$ cat src/rtl/iq_window_pkg.sv
// Shared constants and helpers for the I/Q sliding window.
// IQ_WINDOW_ENERGY_EN enables the running L1-energy accumulator.
package iq_window_pkg;

    localparam int IQW_DATA_W = 16;
    localparam int IQW_DEPTH  = 16;
    localparam int IQW_STRIDE = 1;

    function automatic int energy_w(input int dw, input int depth);
        return dw + 1 + $clog2(depth);
    endfunction

    // Callers sign-extend to 32 bits; valid for sample widths up to 31.
    function automatic logic [32:0] mag_l1(
        input logic signed [31:0] i,
        input logic signed [31:0] q
    );
        logic [31:0] ai;
        logic [31:0] aq;
        ai = i[31] ? 32'(-i) : 32'(i);
        aq = q[31] ? 32'(-q) : 32'(q);
        return {1'b0, ai} + {1'b0, aq};
    endfunction

endpackage

$ cat src/rtl/iq_window_ctrl.sv
// Fill counter, stride counter, win_full and win_valid generation.
// Shared by both energy and non-energy builds.
module iq_window_ctrl
    import iq_window_pkg::*;
#(
    parameter int DEPTH  = IQW_DEPTH,
    parameter int STRIDE = IQW_STRIDE
) (
    input  logic                         clk,
    input  logic                         rst,
    input  logic                         in_en,
    input  logic                         flush,
    output logic [$clog2(DEPTH+1)-1:0]   fill_cnt,
    output logic                         win_full,
    output logic                         win_valid
);

    localparam int CW = $clog2(DEPTH + 1);
    localparam int SW = $clog2(STRIDE + 1);
    localparam logic [CW-1:0] FILL_LAST = CW'(DEPTH - 1);
    localparam logic [SW-1:0] STR_LAST  = SW'(STRIDE - 1);

    logic [CW-1:0] fill_q, fill_d;
    logic [SW-1:0] stride_q, stride_d;
    logic          full_q, full_d;
    logic          valid_q, valid_d;

    always_comb begin
        fill_d   = fill_q;
        stride_d = stride_q;
        full_d   = full_q;
        valid_d  = 1'b0;
        if (flush) begin
            fill_d   = '0;
            stride_d = '0;
            full_d   = 1'b0;
        end else if (in_en) begin
            if (!full_q) begin
                fill_d   = fill_q + CW'(1);
                stride_d = '0;
                if (fill_q == FILL_LAST) begin
                    full_d  = 1'b1;
                    valid_d = 1'b1;
                end
            end else if (stride_q == STR_LAST) begin
                stride_d = '0;
                valid_d  = 1'b1;
            end else begin
                stride_d = stride_q + SW'(1);
            end
        end
    end

    always_ff @(posedge clk) begin
        if (rst) begin
            fill_q   <= '0;
            stride_q <= '0;
            full_q   <= 1'b0;
            valid_q  <= 1'b0;
        end else begin
            fill_q   <= fill_d;
            stride_q <= stride_d;
            full_q   <= full_d;
            valid_q  <= valid_d;
        end
    end

    assign fill_cnt  = fill_q;
    assign win_full  = full_q;
    assign win_valid = valid_q;

endmodule

$ cat src/rtl/iq_window_shift.sv
// Sliding window of the latest DEPTH I/Q samples for the UW correlator.
// IQ_WINDOW_ENERGY_EN adds the energy port and accumulator.
module iq_window_shift
    import iq_window_pkg::*;
#(
    parameter int DATA_W = IQW_DATA_W,
    parameter int DEPTH  = IQW_DEPTH,
    parameter int STRIDE = IQW_STRIDE
) (
    input  logic                              clk,
    input  logic                              rst,
    input  logic                              in_en,
    input  logic signed [DATA_W-1:0]          in_i,
    input  logic signed [DATA_W-1:0]          in_q,
    input  logic                              flush,
    output logic [DEPTH*DATA_W-1:0]           win_i,
    output logic [DEPTH*DATA_W-1:0]           win_q,
    output logic [$clog2(DEPTH+1)-1:0]        fill_cnt,
    output logic                              win_full,
    output logic                              win_valid
`ifdef IQ_WINDOW_ENERGY_EN
    ,
    output logic [energy_w(DATA_W, DEPTH)-1:0] energy
`endif
);

    logic [DEPTH-1:0][DATA_W-1:0] slot_i_q, slot_i_d;
    logic [DEPTH-1:0][DATA_W-1:0] slot_q_q, slot_q_d;

    // Slot 0 is the oldest; new samples enter at the top.
    always_comb begin
        slot_i_d = slot_i_q;
        slot_q_d = slot_q_q;
        if (flush) begin
            slot_i_d = '0;
            slot_q_d = '0;
        end else if (in_en) begin
            slot_i_d = {in_i, slot_i_q[DEPTH-1:1]};
            slot_q_d = {in_q, slot_q_q[DEPTH-1:1]};
        end
    end

    always_ff @(posedge clk) begin
        if (rst) begin
            slot_i_q <= '0;
            slot_q_q <= '0;
        end else begin
            slot_i_q <= slot_i_d;
            slot_q_q <= slot_q_d;
        end
    end

    assign win_i = slot_i_q;
    assign win_q = slot_q_q;

    iq_window_ctrl #(
        .DEPTH  (DEPTH),
        .STRIDE (STRIDE)
    ) u_ctrl (
        .clk       (clk),
        .rst       (rst),
        .in_en     (in_en),
        .flush     (flush),
        .fill_cnt  (fill_cnt),
        .win_full  (win_full),
        .win_valid (win_valid)
    );

`ifdef IQ_WINDOW_ENERGY_EN
    localparam int EW = energy_w(DATA_W, DEPTH);
    localparam int MW = DATA_W + 1;

    logic [32:0]   mag_new_full, mag_old_full;
    logic [MW-1:0] mag_new, mag_old;
    logic [EW-1:0] energy_q, energy_d;
    logic          unused_mag;

    assign mag_new_full = mag_l1(32'(in_i), 32'(in_q));
    assign mag_old_full = mag_l1(32'($signed(slot_i_q[0])),
                                 32'($signed(slot_q_q[0])));
    assign mag_new    = mag_new_full[MW-1:0];
    assign mag_old    = mag_old_full[MW-1:0];
    assign unused_mag = ^{mag_new_full[32:MW], mag_old_full[32:MW]};

    // Outgoing slot 0 is zero until full, so the subtraction is exact.
    always_comb begin
        energy_d = energy_q;
        if (flush) begin
            energy_d = '0;
        end else if (in_en) begin
            energy_d = energy_q
                     + {{(EW-MW){1'b0}}, mag_new}
                     - {{(EW-MW){1'b0}}, mag_old};
        end
    end

    always_ff @(posedge clk) begin
        if (rst) begin
            energy_q <= '0;
        end else begin
            energy_q <= energy_d;
        end
    end

    assign energy = energy_q;
`endif

endmodule

$ cat config.mk
export PLATFORM = sky130hd
export DESIGN_NAME = iq_window_shift
export DESIGN_NICKNAME = d
export VERILOG_FILES = /design/src/rtl/iq_window_pkg.sv /design/src/rtl/iq_window_ctrl.sv /design/src/rtl/iq_window_shift.sv
export SDC_FILE = /design/constraint.sdc
export NUM_CORES = 1
export LEC_CHECK = 0
export CAP_MARGIN = 20
export CORE_AREA = 2 2 218 220
export CTS_CLUSTER_DIAMETER = 200
export DETAILED_ROUTE_END_ITERATION = 16
export DIE_AREA = 0 0 220 222
export GPL_TIMING_DRIVEN = 0
export PLACE_DENSITY = 0.7
export SYNTH_ARGS = -nofsm -noshare
export SYNTH_HDL_FRONTEND = slang
export SYNTH_HIERARCHICAL = 1
export SYNTH_SLANG_ARGS = --single-unit
$ cat constraint.sdc
create_clock -name clk -period 1.75 [get_ports clk]
set_input_delay 0.35 -clock clk [delete_from_list [all_inputs] [get_ports clk]]
set_output_delay 0.35 -clock clk [all_outputs]
set_load 0.02 [all_outputs]
# After elaboration in Yosys (flattened, before gate mapping)
# Index checks and enable logic that the tools add are counted.
# op_classes
mux	6
bitwise_logic	2
add_sub_neg	2
reduce_logical	3
eq_ne	1
# op_table
operator	n
1-bit two-way mux	6
5-bit by 1-bit adder with 5-bit output (second input constant)	1
5-bit by 4-bit == test with 1-bit output (second input constant)	1
3-bit OR reduction	1
1-bit NOT	2
2-bit AND reduction	1
2-bit OR reduction	1
1-bit adder (second input constant)	1
# totals
reg_bits	520
word_cells	50
output_inout_bits	519
input_bits	36

# Logic depth before layout (Yosys ltp)
# Gate-level depths: netlist of the first run.
# logic_depth
word_depth	3
depth_mapped	5
mapped_depth_nobuf	5

# Cells and area by module
# Netlist of the first run, hierarchy kept.
# modules_own_cells
mod	area_each_um2	seq_area_each_um2	cells_each	instances
iq_window_shift	18567.8	10249.8	1651	1
iq_window_ctrl	295.3	140.1	33	1

# Worst setup path after synthesis of the first run
# No wires, ideal clock.
# synth_timing
path_type	reg-to-reg
start	reg u_ctrl.fill_q[0], in the netlist u_ctrl/fill_cnt[0]
end	reg u_ctrl.fill_q[4], in the netlist u_ctrl/fill_cnt[4]
setup_time_ns	0.086
setup_slack_ns	0.452
required_ns	1.664
stages_incl_launch_ff	5
arrival_ns	1.213
cell_sequence	dfxtp_1 -> ha_1 -> and3_1 -> ha_1 -> a211oi_1
# synth_via
elab_chain_cells	1
# synth_rtl
item	line	text
from (decl)	iq_window_ctrl.sv:23	logic [CW-1:0] fill_q, fill_d;
from (signal assigned)	iq_window_ctrl.sv:61	fill_q <= fill_d;
5-bit by 1-bit adder with 5-bit output	iq_window_ctrl.sv:39	fill_d = fill_q + CW'(1);
# Every way passes these cells.
# A chain may end at the register's enable or synchronous reset.

# Worst setup path in the final report of the first run
# layout_timing
start	reg slot_q_q, in the netlist win_q[145]
end	out win_q[145]
# layout_lines
item	line	text
from (decl)	iq_window_shift.sv:28	logic [DEPTH-1:0][DATA_W-1:0] slot_q_q, slot_q_d;
from (signal assigned)	iq_window_shift.sv:49	slot_q_q <= slot_q_d;
to (decl)	iq_window_shift.sv:17	output logic [DEPTH*DATA_W-1:0] win_q,
# No word-level cell between the ends.

==> metrics.csv, run 1 <==
metric;value;unit
place_congestion;0.869;
io_buffers;554;
grt_remaining_overflow;0;
finalCritPeriodShare;97.6;%
cts.clk_slew.worst_paths;0.06;ns
synth_enable_flop_cells;0;
dieWidth;220;um
setup_viol;0;
synth_most_common_cell;dfxtp_1;
clock-sinks;519;
place_inst;2845;
synthMuxAreaShare;27.2;%
arrival;1.36;ns
clock_skew;0.0141;ns
vias_per_cell;4.79;
synth_area_leaders;dfxtp_1 (55%), mux2i_1 (27%), nor2_1 (10%);
yosys.area.top_type;dfxtp_1;
postRouteAntennaNets;0;
cts_made_buffers;54;
path_cells;dlygate4sd2_1;
r2r_start;u_ctrl/fill_cnt[0];
clockRootBuffer;clkbuf_16;
grt_pass1_wl;86200;um
cp_top_family;flip-flops;
status;complete, no violations;
maxCapViolations;0;
synth_top_family_by_area;multiplexers;
crit_buf_inv;1;
placed_area;25200;um2
hpwl;45100;um
startpoint;win_q[145];
yosysSeqAreaShare;55.1;%
drcViolationCount;0;
synth_nets;1722;
power.static_leakage;12.8;nW
fin_tns_setup;0;ns
die_area;48800;um2
fillers;4064;
clk-insertion-delay-late;0.60;ns
crit_type;register to output port;
netlist_area;18900;um2
synthCells;1684;
syn2layout_area_growth;41.2;%
slowest_delay;0.39;ns
postCtsHoldBufs;0;
ir_drop;0.781;mV
final.min_clock_period;1.71;ns
drv_slew;0;
post_synth_fa_ha_maj_area_fraction;0.133;%
fin_ws;0.0417;ns
critPathCaptureType;output port;
worst_pin_slew;0.444;ns
ctsLongestPathBuffers;3;
drtPass1Iterations;4;
yosys.area.top_type_share;55.1;%
antenna_found_initial;1;
yosys_register_bits;519;
drtIter0Drc;495;
pin_count;555;
fp.coreArea;46300;um2
synth_compound_area_share;0.172;%
synthFlopType;dfxtp_1;
final_cells;2943;
ff_latch_area;10400;um2
wl_per_cell;19.7;um
track_usage;22.9;%
ys_types;23;
multiInputGateArea;7200;um2
synth_xor_area_share;0.0929;%
rsz0062_at_grt;no;
grt_max_degree;15;
cp-start-kind;register;
synth_area_per_cell;11.2;um2
num_vias;14111;
hold_violations;0;
powerDensity;943;nW/um2
synthTopCellsByCount;dfxtp_1 (519), nor2_1 (517), mux2i_1 (512);
htreeDepth;2;
drive_gt1_share;12.1;%
grt_pass1_vias;13828;
required;1.40;ns
cts_tree;done;
async_flop_share;0;%
crit_path_top_delay_cell;dfxtp_1;
hold_path.class;input pin to register;
synthSimpleGateAreaFrac;10.6;%
regToRegSetupSlack;0.45;ns
diodes;0;
holdCritStartpoint;in_q[13];
final_util;57.6;%
die_h;222;um
yosys_warnings;6;
fmax;0.585;GHz
floorplan.initialDensity;40.8;%
critPathMaxFanout;3;
wirelength;58000;um
layout.nets;2332;
rows;79;
fin_area;26600;um2
relSlewSlack;70.4;%
dp_slack;-0.325;ns
==> placed cells by master, fill, tap and decap left out, types with 3 or more instances in the layout <==
master	synthesis	layout
buf_8	5	5
dfxtp_2	0	5
clkbuf_16	0	55
nor2_1	517	517
clkbuf_1	4	11
buf_4	4	4
mux2i_1	512	512
clkinv_2	0	12
buf_6	102	102
clkdlybuf4s15_2	0	57
clkbuf_8	0	14
dlygate4sd2_1	0	335
a21oi_1	3	3
dfxtp_1	519	514
clkdlybuf4s50_1	0	35
clkbuf_2	0	16
bufinv_16	0	6
clkdlybuf4s15_1	0	111
==> metal layers <==
| metal | vias to the layer above | routed length [um] | global-route usage [%] |
|---|---|---|---|
| met5 | - | 11 | 0 |
| met2 | 449 | 27900 | 39.2 |
| li1 | 6839 | - | - |
| met3 | 94 | 5010 | 7.57 |
| met4 | 2 | 1960 | 9.01 |
| met1 | 6727 | 23100 | 26.3 |
==> tightest hold or removal path: stages <==
cell	delay [ns]
clkdlybuf4s50_1	0.39
mux2i_1	0.12
nor2_1	0.05
==> logic make-up (layout without fill, tap and decap cells) <==
family,count (synthesis),in the layout
AND/OR/NAND/NOR,527,527
flip-flops,519,519
multiplexers,512,512
buffers and inverters,116,768
AO/OA/AOI/OAI,6,6
adder cells (fa/ha/maj),2,2
XOR/XNOR,2,2
==> power breakdown <==
group | switching [mW] | internal (mW)
clock network | 4.74 | 7.23
logic | 0.661 | 0.597
registers | 0.0319 | 11.8
total | 5.44 | 19.7
==> state kept, by name, summed over array words and instances (netlist names) <==
register and count:
u_ctrl/win_valid 1, win_q 256, u_ctrl/win_full 1, win_i 256, u_ctrl/fill_cnt 5
==> per-stage QoR <==
stage | total power [mW] | hold slack (ns)
2_1_floorplan | 13.1 | 0.486
3_3_place_gp | 13.4 | 0.475
3_5_place_dp | 13.4 | 0.484
4_1_cts | 25.4 | 0.335
5_1_grt | 25.9 | 0.366
6_report | 25.1 | 0.375
==> cell type report <==
class	count	area share, %
plain buffers	115	4.76
flip-flops and latches	519	39.0
clock inverters	22	1.07
multi-input cells	1049	27.0
well taps	607	2.85
inverters	1	0.0141
repair buffers	554	19.2
clock buffers	76	5.99
==> final timing paths <==
kind | endpoint | cells after the start
min reg2reg | win_i[8] | 2
min | win_q[253] | 3
max | win_q[145] | 1
max reg2reg | u_ctrl/fill_cnt[4] | 4
==> repair_timing <==
action | 4_1_cts | 5_1_grt
setup endpoints to repair | 519 | 56
gates resized for setup | 725 | 56
setup buffers | 0 | 0
No activity file was read; power rests on OpenSTA's default activity.
==> run 2: changes to the inputs <==
--- a/config.mk
+++ b/config.mk
@@ -5,13 +5,15 @@
 export SDC_FILE = /design/constraint.sdc
 export NUM_CORES = 1
 export LEC_CHECK = 0
+export ABC_AREA = 1
 export CAP_MARGIN = 20
-export CORE_AREA = 2 2 218 220
+export CORE_AREA = 2 2 217 219
 export CTS_CLUSTER_DIAMETER = 200
 export DETAILED_ROUTE_END_ITERATION = 16
-export DIE_AREA = 0 0 220 222
+export DIE_AREA = 0 0 219 221
 export GPL_TIMING_DRIVEN = 0
-export PLACE_DENSITY = 0.7
+export PLACE_DENSITY = 0.76
+export RECOVER_POWER = 100
 export SYNTH_ARGS = -nofsm -noshare
 export SYNTH_HDL_FRONTEND = slang
 export SYNTH_HIERARCHICAL = 1
==> constraint.sdc (replaced) <==
create_clock -name clk -period 1.75 [get_ports clk]
set_input_delay 0.4375 -clock clk [delete_from_list [all_inputs] [get_ports clk]]
set_output_delay 0.4375 -clock clk [all_outputs]
set_load 0.02 [all_outputs]
==> metrics.csv, run 2 <==
metric;value;unit
wirelength;67800;um
fillers;4452;
drive_gt1_share;14.5;%
grt_remaining_overflow;0;
dp_slack;-0.864;ns
setup_viol;0;
rr_worst_depth;7;
critPathCaptureType;output port;
place_congestion;0.942;
fp.coreArea;46100;um2
cp.depth;1;
synthCells;3284;
status;complete, no violations;
fin_area;28300;um2
placed_area;27400;um2
hpwl;52300;um
synth_area_leaders;dfxtp_1 (49%), nor2_1 (18%), nand2_1 (18%);
crit_path_top_delay_cell;dfxtp_1;
drtIter0Drc;1212;
r2r_start;u_ctrl/fill_cnt[1];
synthTopCellsByCount;nor2_1 (1,031), nand2_1 (1,028), dfxtp_1 (519);
hold_violations;0;
worst_pin_slew;0.462;ns
power;27.1;mW
async_flop_share;0;%
synthFlopType;dfxtp_1;
final_cell_mix;nor2_1 (1,033), nand2_1 (1,028), inv_1 (518), dfxtp_1 (490), clkdlybuf4s15_2 (217);
grt_pass1_wl;103000;um
netlist_area;21100;um2
multiInputGateArea;7840;um2
cp-start-kind;register;
finalCritPeriodShare;98.9;%
powerDensity;955;nW/um2
cts_made_buffers;54;
track_usage;27.3;%
num_vias;20285;
final_util;61.5;%
grt_pass1_vias;18763;
required;1.31;ns
cts.clk_slew.worst_paths;0.06;ns
yosys_register_bits;519;
clockRootBuffer;clkbuf_16;
pin_count;555;
holdCritStartpoint;in_en;
cts_tree;done;
syn2layout_area_growth;34.1;%
synth_enable_flop_cells;0;
drtPass1Iterations;5;
arrival;1.29;ns
synth_area_per_cell;6.44;um2
drcViolationCount;0;
synth_nets;3322;
clk-insertion-delay-late;0.59;ns
vias_per_cell;4.46;
fmax;0.578;GHz
grt_max_degree;14;
drv_slew;0;
ys_types;17;
maxCapViolations;0;
ff_latch_area;10400;um2
fin_ws;0.0195;ns
die_h;221;um
crit_type;register to output port;
yosysSeqAreaShare;49.2;%
layout_commonest_cell;nor2_1;
yosys.area.top_type_share;49.2;%
power.static_leakage;13.1;nW
timing.hold.ws;0.431;ns
relSlewSlack;69.2;%
path_cells;clkdlybuf4s15_2;
place_inst;4445;
io_buffers;554;
worstSetupEndpoint;win_q[209];
clock_skew;0.0107;ns
critPathMaxFanout;3;
postRouteAntennaNets;0;
crit_buf_inv;1;
startpoint;win_q[209];
final_cells;4544;
htreeDepth;2;
ir_drop;0.695;mV
antenna_found_initial;0;
synth_most_common_cell;nor2_1;
reg2reg_to;u_ctrl/fill_cnt[4];
die_area;48400;um2
rows;79;
final.min_clock_period;1.73;ns
slowest_delay;0.42;ns
floorplan.initialDensity;45.9;%
regToRegSetupSlack;0.46;ns
dieWidth;219;um
layout.nets;3933;
yosys.area.top_type;dfxtp_1;
ctsLongestPathBuffers;3;
fin_tns_setup;0;ns
clock-sinks;519;
hold_path.class;input pin to register;
postCtsHoldBufs;0;
yosys_warnings;6;
cp_top_family;flip-flops;
wl_per_cell;14.9;um
## run 2: cell families after synthesis
group | synth area share, %
flip-flops | 49.2
buffers and inverters | 13.8
AO/OA/AOI/OAI | 0.243
adder cells (fa/ha/maj) | 0.118
AND/OR/NAND/NOR | 36.7
## run 2: per-layer routing
metal	track usage [%]	share of wire, %
met5	0	0
met4	11.7	4.3
met3	8.78	9.3
met2	46.1	46
met1	31.5	40
## run 2: layout make-up
type	count	area share (%)
diodes	1	0.00883
plain buffers	170	3.39
clock buffers	87	5.68
clock inverters	10	0.353
inverters	519	6.87
multi-input cells	2076	27.6
flip-flops and latches	519	36.8
well taps	607	2.68
repair buffers	555	16.6
## run 2: worst register-to-register path, cell delays in order, from the launching register on
cell     delay, ns
dfxtp_1       0.37
ha_1          0.18
inv_1         0.06
nor2_1        0.11
ha_1          0.23
inv_1         0.05
o21ai_0       0.07
a21oi_1       0.16
## run 2: how the worst min path moves through the flow
stage / endpoint / slack [ns] / cells past startpoint
4_1_cts: u_ctrl/win_valid / 0.40 / 3
3_5_place_dp: win_q[14] / 0.46 / 2
5_1_grt: win_i[251] / 0.46 / 5
6_report: u_ctrl/win_valid / 0.43 / 3
3_3_place_gp: win_q[5] / 0.46 / 2
2_1_floorplan: win_q[0] / 0.54 / 2
## run 2: report_power, final
group	switching [mW]	total, mW	internal, mW
Clock	4.64	11.2	6.54
Combinational	2.08	3.26	1.18
Sequential	0.378	12.6	12.2
## run 2: repair_timing
action | CTS | global route
resized for setup | 1395 | 191
buffers inserted | 0 | 1
pin swaps | 0 | 1
setup endpoints to repair | 1002 | 346
==> run 3: changes to the inputs <==
--- a/config.mk
+++ b/config.mk
@@ -6,13 +6,16 @@
 export NUM_CORES = 1
 export LEC_CHECK = 0
 export ABC_AREA = 1
-export CAP_MARGIN = 20
-export CORE_AREA = 2 2 217 219
+export CAP_MARGIN = 30
+export CELL_PAD_IN_SITES_DETAIL_PLACEMENT = 1
+export CELL_PAD_IN_SITES_GLOBAL_PLACEMENT = 1
+export CORE_ASPECT_RATIO = 1.5
+export CORE_MARGIN = 2
+export CORE_UTILIZATION = 36
 export CTS_CLUSTER_DIAMETER = 200
 export DETAILED_ROUTE_END_ITERATION = 16
-export DIE_AREA = 0 0 219 221
 export GPL_TIMING_DRIVEN = 0
-export PLACE_DENSITY = 0.76
+export PLACE_DENSITY_LB_ADDON = 0.1
 export RECOVER_POWER = 100
 export SYNTH_ARGS = -nofsm -noshare
 export SYNTH_HDL_FRONTEND = slang
==> metrics.csv, run 3 (synthesis results as in run 2) <==
metric;value;unit
drive_gt1_share;19.2;%
clockRootBuffer;clkbuf_16;
hold_path.class;input pin to register;
grt_pass1_wl;116000;um
floorplan.initialDensity;36.5;%
ctsLongestPathBuffers;3;
grt_pass1_vias;21186;
fillers;7671;
powerDensity;952;nW/um2
crit_path_top_delay_cell;clkdlybuf4s15_1;
syn2layout_area_growth;35.7;%
postRouteAntennaNets;0;
wl_per_cell;16.1;um
relSlewSlack;68.9;%
cts.clk_slew.worst_paths;0.06;ns
maxCapViolations;0;
worst_pin_slew;0.466;ns
required;1.31;ns
critPathMaxFanout;1;
cts_made_buffers;52;
final.min_clock_period;1.71;ns
dieWidth;202;um
ff_latch_area;10500;um2
clock_skew;0.0110;ns
setup_viol;0;
place_congestion;0.829;
fin_tns_setup;0;ns
antenna_found_initial;13;
timing.hold.ws;0.445;ns
htreeDepth;2;
cp_top_family;buffers and inverters;
critPathCaptureType;output port;
fin_ws;0.0356;ns
drcViolationCount;0;
crit_buf_inv;1;
slowest_delay;0.36;ns
ir_drop;0.757;mV
layout_commonest_cell;nor2_1;
arrival;1.28;ns
io_buffers;554;
dp_slack;-0.700;ns
fin_area;28700;um2
num_vias;20590;
grt_max_degree;15;
grt_remaining_overflow;0;
postCtsHoldBufs;0;
placed_area;27600;um2
drtIter0Drc;529;
rows;108;
final_cell_mix;nor2_1 (1,031), nand2_1 (1,029), inv_1 (518), dfxtp_1 (450), clkdlybuf4s15_2 (273);
wirelength;75600;um
multiInputGateArea;7840;um2
status;complete, no violations;
post-cts-setup-buffers;0;
clock-sinks;519;
crit_type;register to output port;
hold_violations;0;
fmax;0.583;GHz
path_cells;clkdlybuf4s15_1;
hpwl;59400;um
fp.coreArea;58000;um2
drtPass1Iterations;4;
drv_slew;0;
cts_tree;done;
cp-start-kind;register;
die_h;301;um
vias_per_cell;4.38;
clk-insertion-delay-late;0.59;ns
die_area;60700;um2
power.static_leakage;13.3;nW
finalCritPeriodShare;98.0;%
power;27.3;mW
track_usage;24.5;%
layout.nets;3930;
pin_count;555;
-- run 3: cell types whose count changed in the layout (fill, tap and decap cells not counted), sizes merged, moves of 2 or more --
cell           change
diode              +4
clkbuf            -26
clkdlybuf4s50      +2
clkinv             +3
dlygate4sd2       -13
buf               +31
clkdlybuf4s15      -3
-- run 3: worst paths after layout --
path | from | end | slack [ns] | cells after the start
max | u_ctrl/win_valid | win_valid | 0.04 | 1
min | in_i[8] | win_i[248] | 0.44 | 5
max reg2reg | u_ctrl/fill_cnt[1] | u_ctrl/fill_cnt[4] | 0.41 | 7
min reg2reg | win_q[15] | win_q[15] | 0.47 | 2
-- run 3: stage by stage --
step	std cells	util [%]
after floorplan	3284	-
after global placement	4608	47.7
after detailed placement	4608	47.7
after CTS	4701	50.7
after global routing	4705	49.5
final	4706	49.5
-- run 3: where the power goes --
part,total (mW),switching [mW],internal (mW),leakage (nW)
logic,3.31,2.11,1.20,8.20
registers,12.6,0.383,12.2,4.26
clock network,11.4,4.82,6.57,0.853
-- run 3: area by class of cell --
class                   count  share of cell area, %
flip-flops and latches    519                   36.5
multi-input cells        2076                   27.3
repair buffers            554                   16.6
inverters                 519                   6.79
clock buffers              78                   5.44
well taps                 770                   3.36
plain buffers             170                   3.33
clock inverters            15                  0.545
diodes                      5                 0.0436
-- run 3: what timing repair did --
item	4_1_cts	5_1_grt
gates resized for setup	1668	167
endpoints found under the setup margin	551	125
cloned	0	0
-- run 3: per-layer routing --
layer | part of all wire (%) | routed length (um) | GRT usage, %
met1 | 37 | 28100 | 25.1
met2 | 51 | 38600 | 46.1
met3 | 7.8 | 5920 | 7.72
met4 | 3.9 | 2920 | 9.00
met5 | 0.12 | 94 | 0
